$ cat config.mk
export PLATFORM = sky130hd
export DESIGN_NAME = result_streamer_flat
export DESIGN_NICKNAME = d
export VERILOG_FILES = /design/src/rtl/result_streamer_if.sv /design/src/rtl/result_streamer.sv /design/src/flat_wrapper.sv
export SDC_FILE = /design/constraint.sdc
export NUM_CORES = 1
export LEC_CHECK = 0
export BUFFER_PORTS_ARGS = -buffer_cell sky130_fd_sc_hd__buf_2
export CAP_MARGIN = 20
export CORE_AREA = 3 3 85 87
export CTS_BUF_LIST = sky130_fd_sc_hd__clkbuf_8
export DETAILED_ROUTE_END_ITERATION = 7
export DIE_AREA = 0 0 88 90
export PLACE_DENSITY_LB_ADDON = 0.1
export SLEW_MARGIN = 25
export SYNTH_ARGS = -nofsm -noshare
export SYNTH_HDL_FRONTEND = slang
export SYNTH_SLANG_ARGS = --single-unit
$ cat constraint.sdc
create_clock -name clk -period 4.6 [get_ports clk]
set_input_delay 0.46 -clock clk [delete_from_list [all_inputs] [get_ports clk]]
set_output_delay 0.46 -clock clk [all_outputs]
set_load 0.02 [all_outputs]
$ cat src/rtl/result_streamer_if.sv
// Memory B read port and host-side valid/ready stream for result_streamer.
// The master modport is the streamer side.
interface result_streamer_if #(
  parameter int DATA_W = 16,
  parameter int ADDR_W = 8
) ();
  logic              enable_b_rd;
  logic [ADDR_W-1:0] dir_B_rd;
  logic [DATA_W-1:0] data_b;
  logic [DATA_W-1:0] m_data;
  logic              m_valid;
  logic              m_ready;
  logic              m_last;

  modport master (
    output enable_b_rd, dir_B_rd, m_data, m_valid, m_last,
    input  data_b, m_ready
  );

  modport slave (
    input  enable_b_rd, dir_B_rd, m_data, m_valid, m_last,
    output data_b, m_ready
  );
endinterface

$ cat src/rtl/result_streamer.sv
// Drains one frame from result memory B onto a valid/ready stream through a
// 2-entry prefetch buffer, hiding the 1-cycle read latency of memory B.
module result_streamer #(
  parameter int DATA_W    = 16,
  parameter int ADDR_W    = 8,
  parameter int FRAME_LEN = 192
) (
  input  logic                clk,
  input  logic                reset,
  input  logic                start,
  output logic                busy,
  output logic                frame_done,
  result_streamer_if.master   bus
);

  typedef enum logic [1:0] {IDLE, RUN, DONE} state_t;

  // One extra bit so FRAME_LEN == 2**ADDR_W still terminates.
  localparam logic [ADDR_W:0] LEN  = (ADDR_W+1)'(FRAME_LEN);
  localparam logic [ADDR_W:0] LAST = (ADDR_W+1)'(FRAME_LEN - 1);

  state_t            r_state;
  logic [ADDR_W:0]   r_rd_cnt;
  logic [ADDR_W:0]   r_out_cnt;
  logic              r_inflight;
  logic [1:0]        r_count;
  logic [DATA_W-1:0] r_buf [2];
  logic              r_busy;
  logic              r_frame_done;

  logic              w_valid;
  logic              w_pop;
  logic              w_issue;
  logic [2:0]        w_level;

  always_comb begin
    w_valid = (r_count != 2'd0);
    w_pop   = w_valid & bus.m_ready;
    // Occupancy after this edge, counting the read already in flight.
    w_level = 3'(r_count) + 3'(r_inflight) - 3'(w_pop);
    w_issue = (r_state == RUN) && (r_rd_cnt < LEN) && (w_level <= 3'd1);
  end

  always_ff @(posedge clk) begin
    if (reset) begin
      r_state      <= IDLE;
      r_rd_cnt     <= '0;
      r_out_cnt    <= '0;
      r_inflight   <= 1'b0;
      r_count      <= '0;
      r_buf[0]     <= '0;
      r_buf[1]     <= '0;
      r_busy       <= 1'b0;
      r_frame_done <= 1'b0;
    end else begin
      r_inflight <= w_issue;
      if (w_issue) r_rd_cnt <= r_rd_cnt + 1'b1;
      if (w_pop)   r_out_cnt <= r_out_cnt + 1'b1;

      // Head always lives in r_buf[0]; pops shift the second entry forward.
      case ({r_inflight, w_pop})
        2'b10: begin
          r_buf[r_count[0]] <= bus.data_b;
          r_count           <= r_count + 2'd1;
        end
        2'b01: begin
          r_buf[0] <= r_buf[1];
          r_count  <= r_count - 2'd1;
        end
        2'b11: begin
          if (r_count == 2'd1) begin
            r_buf[0] <= bus.data_b;
          end else begin
            r_buf[0] <= r_buf[1];
            r_buf[1] <= bus.data_b;
          end
        end
        default: ;
      endcase

      case (r_state)
        IDLE: begin
          if (start) begin
            r_state   <= RUN;
            r_rd_cnt  <= '0;
            r_out_cnt <= '0;
            r_busy    <= 1'b1;
          end
        end
        RUN: begin
          if (w_pop && (r_out_cnt == LAST)) begin
            r_state      <= DONE;
            r_frame_done <= 1'b1;
          end
        end
        DONE: begin
          r_state      <= IDLE;
          r_frame_done <= 1'b0;
          r_busy       <= 1'b0;
        end
        default: r_state <= IDLE;
      endcase
    end
  end

  always_comb begin
    busy            = r_busy;
    frame_done      = r_frame_done;
    bus.enable_b_rd = w_issue;
    bus.dir_B_rd    = r_rd_cnt[ADDR_W-1:0];
    bus.m_valid     = w_valid;
    bus.m_data      = r_buf[0];
    bus.m_last      = w_valid && (r_out_cnt == LAST);
  end

endmodule

$ cat src/flat_wrapper.sv
// flat-port wrapper written by rule: the top's interface ports become plain ports
module result_streamer_flat 
#(
  parameter int DATA_W    = 16,
  parameter int ADDR_W    = 8,
  parameter int FRAME_LEN = 192
)
  (clk, reset, start, busy, frame_done, bus_enable_b_rd, bus_dir_B_rd, bus_m_data, bus_m_valid, bus_m_last, bus_data_b, bus_m_ready);
  result_streamer_if #(.DATA_W(DATA_W), .ADDR_W(ADDR_W)) bus_i ();
  input  logic clk;
  input  logic reset;
  input  logic start;
  output logic busy;
  output logic frame_done;
  output wire logic [$bits(bus_i.enable_b_rd)-1:0] bus_enable_b_rd;
  output wire logic [$bits(bus_i.dir_B_rd)-1:0] bus_dir_B_rd;
  output wire logic [$bits(bus_i.m_data)-1:0] bus_m_data;
  output wire logic [$bits(bus_i.m_valid)-1:0] bus_m_valid;
  output wire logic [$bits(bus_i.m_last)-1:0] bus_m_last;
  input wire logic [$bits(bus_i.data_b)-1:0] bus_data_b;
  input wire logic [$bits(bus_i.m_ready)-1:0] bus_m_ready;
  assign bus_enable_b_rd = bus_i.enable_b_rd;
  assign bus_dir_B_rd = bus_i.dir_B_rd;
  assign bus_m_data = bus_i.m_data;
  assign bus_m_valid = bus_i.m_valid;
  assign bus_m_last = bus_i.m_last;
  assign bus_i.data_b = bus_data_b;
  assign bus_i.m_ready = bus_m_ready;
  result_streamer #(.DATA_W(DATA_W), .ADDR_W(ADDR_W), .FRAME_LEN(FRAME_LEN)) u_core (.clk(clk), .reset(reset), .start(start), .busy(busy), .frame_done(frame_done), .bus(bus_i));
endmodule
* Word level (Yosys, flattened, before mapping) *
Memories as Yosys holds them, arrays and structs flattened.
Index checks and enable logic that the tools add are counted.

word-level totals
  bits in registers = 25
  bits in latches = 0
  RAM bits = 32
  bits in read-only memories = 0
  output and inout port bits = 29
  memories = 1

operators by class
  add/sub/neg operators = 6
  multiply operators = 0
  div/mod/pow operators = 0
  $lt $le $gt $ge = 2
  eq/ne operators = 9
  shifts and indexed selects = 0
  mux-type cells = 37
  bitwise operators = 5
  reductions and logical operators = 13

memory list
  memory        depth  width  read ports  clocked after memory_dff  wr ports  RTL line               source
  u_core.r_buf  2      16     2           0                         2         result_streamer.sv:27  logic [DATA_W-1:0] r_buf [2];

operators with widths
  cell                   number
  $mux W16               5
  $mux W9                6
  $mux W1                20
  $add A9 B1 Y9 const B  2
  $reduce_or A16 Y1      1
  $eq A9 B8 Y1 const B   1
  $lt A9 B8 Y1 const B   1
  $pmux W2 S2            2
  $reduce_bool A2 Y1     4
  $eq A2 B1 Y1 const B   3
  $eq A2 B2 Y1 const B   3
  $reduce_and A2 Y1      3
  $logic_and A1 B1 Y1    4
  $mux W2                2
  $ne A2 B2 Y1 const B   2
  $or A1 B1 Y1           4
  $pmux W1 S2            2
  $add A2 B1 Y3          1
  $le A3 B1 Y1 const B   1
  $sub A3 B1 Y3          1
  $add A2 B1 Y2 const B  1
  $logic_not A2 Y1       1
  $sub A2 B1 Y2 const B  1
  $and A1 B1 Y1          1

* Longest topological paths before layout *
  word-level depth = 10
  depth in mapped cells = 16

* Worst setup path before layout *
OpenSTA, ideal clock, no wires.

  path kind = reg-to-output
  from = register u_core.r_count[0]
  to = output port bus_enable_b_rd
  data arrival time = 2.922 ns
  required time = 4.140 ns
  path slack = 1.218 ns
  cell stages (with the launch flop) = 15
  buffers on the path = 2
  path through = dfxtp_1 > inv_1 > ha_1 > nor2b_1 > buf_2 > inv_1 > ha_1 > inv_1 > ha_1 > inv_1 > fa_1 > nand4bb_1 > or3_1 > buf_6 > inv_1

on the way
  cells in the longest elaborated chain, start to end = 5

ends and longest elaborated chain
  element                                                                RTL line               source
  from (decl)                                                            result_streamer.sv:26  logic [1:0] r_count;
  from (signal assigned)                                                 result_streamer.sv:64  r_count <= r_count + 2'd1;
  from (signal assigned)                                                 result_streamer.sv:68  r_count <= r_count - 2'd1;
  parallel branches: the longest is 2 deep, another holds $add A2 B1 Y3  --
  $sub A3 B1 Y3 *                                                        result_streamer.sv:40  w_level = 3'(r_count) + 3'(r_inflight) - 3'(w_pop);
  $le A3 B1 Y1 *                                                         result_streamer.sv:41  w_issue = (r_state == RUN) && (r_rd_cnt < LEN) && (w_level <= 3'd1);
  $logic_and A1 B1 Y1 *                                                  result_streamer.sv:41
  to (decl)                                                              flat_wrapper.sv:15     output wire logic [$bits(bus_i.enable_b_rd)-1:0] bus_enable_b_rd;

Mark *: on every way between the ends.

* Final worst setup path *
Same ends and word-level chain as after synthesis.

==> results.json <==
{
  "row_count": 29,
  "cts_buffer_depth": 2,
  "first_global_vias": 1803,
  "pwr-share-clk": 0.286,
  "crit_type": "reg -> out",
  "design.die.area_um2": 7920,
  "final_hold_viol_count": 0,
  "track_usage": 0.139,
  "min_path_type": "in -> reg",
  "avgSynthCellArea_um2": 11.1,
  "synth_fa_ha_area_frac": 0.0367,
  "drv_slew": 0,
  "ys_ff_latch": 57,
  "cp_data_arrival_time_ps": 3520,
  "path_max_fanout": 9,
  "start_util": 0.403,
  "area_growth_pct": 16.2,
  "peakVddDrop_mv": 0.223,
  "mostFrequentLayoutCells": "buf_2, nor2_1, edfxtp_1, dfxtp_1, and2_1",
  "cts_tree": "yes",
  "worstPathRequired_ps": 4140,
  "clk_pin_slew_ps": 60,
  "drive_above_1_share": 0.244,
  "net-switching-power_mw": 0.447,
  "synth_simple_gate_area_frac": 0.191,
  "synth_mux_area_frac": 0.0619,
  "p_leak_nw": 1.21,
  "tightest_slew_ps": 884,
  "post_cts_buffers": 0,
  "comb_power_share": 0.246,
  "seqPwrFrac": 0.469,
  "routed_wl_um": 4910,
  "cts-root-buf": "clkbuf_8",
  "p_sw_frac": 0.327,
  "die_w_um": 88,
  "yosys.area_share.xor_xnor": 0.0440,
  "yosysSeqAreaShare": 0.565,
  "rsz0062_at_grt": "false",
  "synth_cells": 234,
  "synth_nets": 261,
  "postLayoutCellArea_um2": 3010,
  "drc": 0,
  "stdcell_count": 360,
  "wl_per_cell_um": 13.6,
  "pin_count": 49,
  "synth_top_family_by_area": "simple AND/OR/NAND/NOR gates",
  "post_cts_resized": 0,
  "synth_compound_area_frac": 0.0512,
  "syn-cell-area_um2": 2590,
  "skew_ps": 5.81,
  "layout.nets": 305,
  "synthDistinctLibCells": 37,
  "cts_sinks": 57,
  "period_needed_ps": 3980,
  "status": "finished, final reports clean",
  "diodes": 0,
  "critPathCaptureType": "primary output",
  "finalSetupTns_ps": 0,
  "core_um2": 6420,
  "insertion_delay_ps": 330,
  "dpl-instance-area_um2": 2840,
  "cts_hold_buf": 0,
  "start_kind": "register",
  "drtIter0Drc": 69,
  "dr.pass1.iters": 4,
  "dp_hpwl_um": 3370,
  "fin_crit_sh": 0.865,
  "slew_headroom": 0.410,
  "grt-ovfl-total": 0,
  "fillers": 613,
  "grt_antenna_before_repair": 0,
  "grt_pass1_wl_um": 8470,
  "setup_viol": 0,
  "yosysWarnings": 0,
  "die_h_um": 90,
  "htreeDepth": 3,
  "fmax_mhz": 251,
  "routabilityCongestion": 0.750,
  "avgViaCountPerCell": 4.77,
  "dpl.cell_count": 344,
  "grt_max_degree": 18,
  "portBuffers": 48,
  "via_count": 1716,
  "fin_util": 0.469,
  "final_antenna_net_count": 0,
  "p_int_mw": 0.919,
  "maxCapViolCount": 0,
  "cellPowerDensity_nw_per_um2": 454,
  "layout_commonest_cell": "buf_2",
  "numCtsBuffers": 9
}
## state kept, by name, indices dropped and copies added, names as in the netlist
register / cells
u_core.r_buf: 32
u_core.r_state: 2
u_core.r_count: 2
u_core.busy: 1
u_core.frame_done: 1
u_core.r_inflight: 1
u_core.r_rd_cnt: 9
u_core.r_out_cnt: 9
## critical path, cell delays in order (launching register included)
cell and delay [ps]:
dfxtp_1 450, inv_1 70, ha_1 240, nor2b_1 150, inv_1 150, ha_1 360
inv_1 80, ha_1 140, inv_1 50, fa_1 490, nand4bb_1 140, or3_1 520
inv_1 150, buf_2 180
## path summary, 6_finish.rpt
path | from | end | slack [ps] | cells past startpoint
worst max-delay path | u_core.r_count[0]$_SDFFE_PP0N_ | bus_enable_b_rd | 620 | 13
worst max register to register | u_core.r_count[0]$_SDFFE_PP0N_ | u_core.r_rd_cnt[5]$_SDFF_PP0_ | 1160 | 13
worst min-delay path | start | u_core.busy$_SDFFE_PP0P_ | 420 | 3
worst min register to register | u_core.r_rd_cnt[8]$_SDFF_PP0_ | u_core.r_rd_cnt[8]$_SDFF_PP0_ | 460 | 1
## metrics by stage
stage               hold WS, ps  worst slack [ps]  power [mW]
finish                      416               622        1.37
detailed placement          441               984       0.992
CTS                         407               603        1.38
global route                413               334        1.45
floorplan                   422              1220       0.902
global placement            433              1090       0.980
## synthesized netlist by cell type (all sizes together)
master,number,area share
a211oi,2,0.0058
a21boi,1,0.0029
a21o,2,0.0058
a21oi,7,0.014
a31oi,3,0.0073
and2,19,0.047
and3,4,0.0097
and4,1,0.0039
and4b,1,0.0039
buf,11,0.031
clkbuf,5,0.0073
dfxtp,25,0.19
edfxtp,32,0.37
fa,1,0.0077
ha,6,0.029
inv,8,0.012
mux2i,16,0.062
nand2,11,0.016
nand2b,3,0.0073
nand3,3,0.0058
nand4,4,0.0097
nand4bb,1,0.0043
nor2,34,0.049
nor2b,2,0.0048
nor3,2,0.0039
nor3b,4,0.012
nor4,2,0.0048
o21a,1,0.0029
o21ai,6,0.013
or2,1,0.0024
or3,3,0.0073
xnor2,5,0.017
xor2,8,0.027
## power groups by stage
stage	Combinational, mW	Clock, mW	Sequential [mW]
after floorplan	0.216	0	0.686
after detailed placement	0.341	0	0.652
after CTS	0.342	0.402	0.641
after global placement	0.330	0	0.650
after global routing	0.378	0.428	0.648
final	0.335	0.390	0.640
## area by class of cell
class / instances / area [um^2] / area share
Sequential cell: 57 / 1460 / 0.486
Multi-Input combinational cell: 153 / 1010 / 0.336
Clock buffer: 9 / 124 / 0.0412
Clock inverter: 7 / 37.5 / 0.0125
Tap cell: 77 / 96.3 / 0.0320
Inverter: 8 / 30.0 / 0.00998
Timing Repair Buffer: 49 / 248 / 0.0823
## layer usage
layer	routed length [um]	GRT usage	share of wire	up-vias
li1	-	-	-	885
met1	2310	0.171	0.47	777
met2	2220	0.214	0.45	44
met3	261	0.0402	0.053	10
met4	122	0.0806	0.025	0
met5	0	0	0	-
## cell families (layout without fill, tap and decap cells)
kind of cell	after synthesis	count (layout)
adder cells (fa/ha/maj)	7	7
AND/OR/NAND/NOR	95	95
flip-flops	57	57
XOR/XNOR	13	13
AO/OA/AOI/OAI	22	22
multiplexers	16	16
buffers and inverters	24	73
Power figures use the tool's default switching activity.
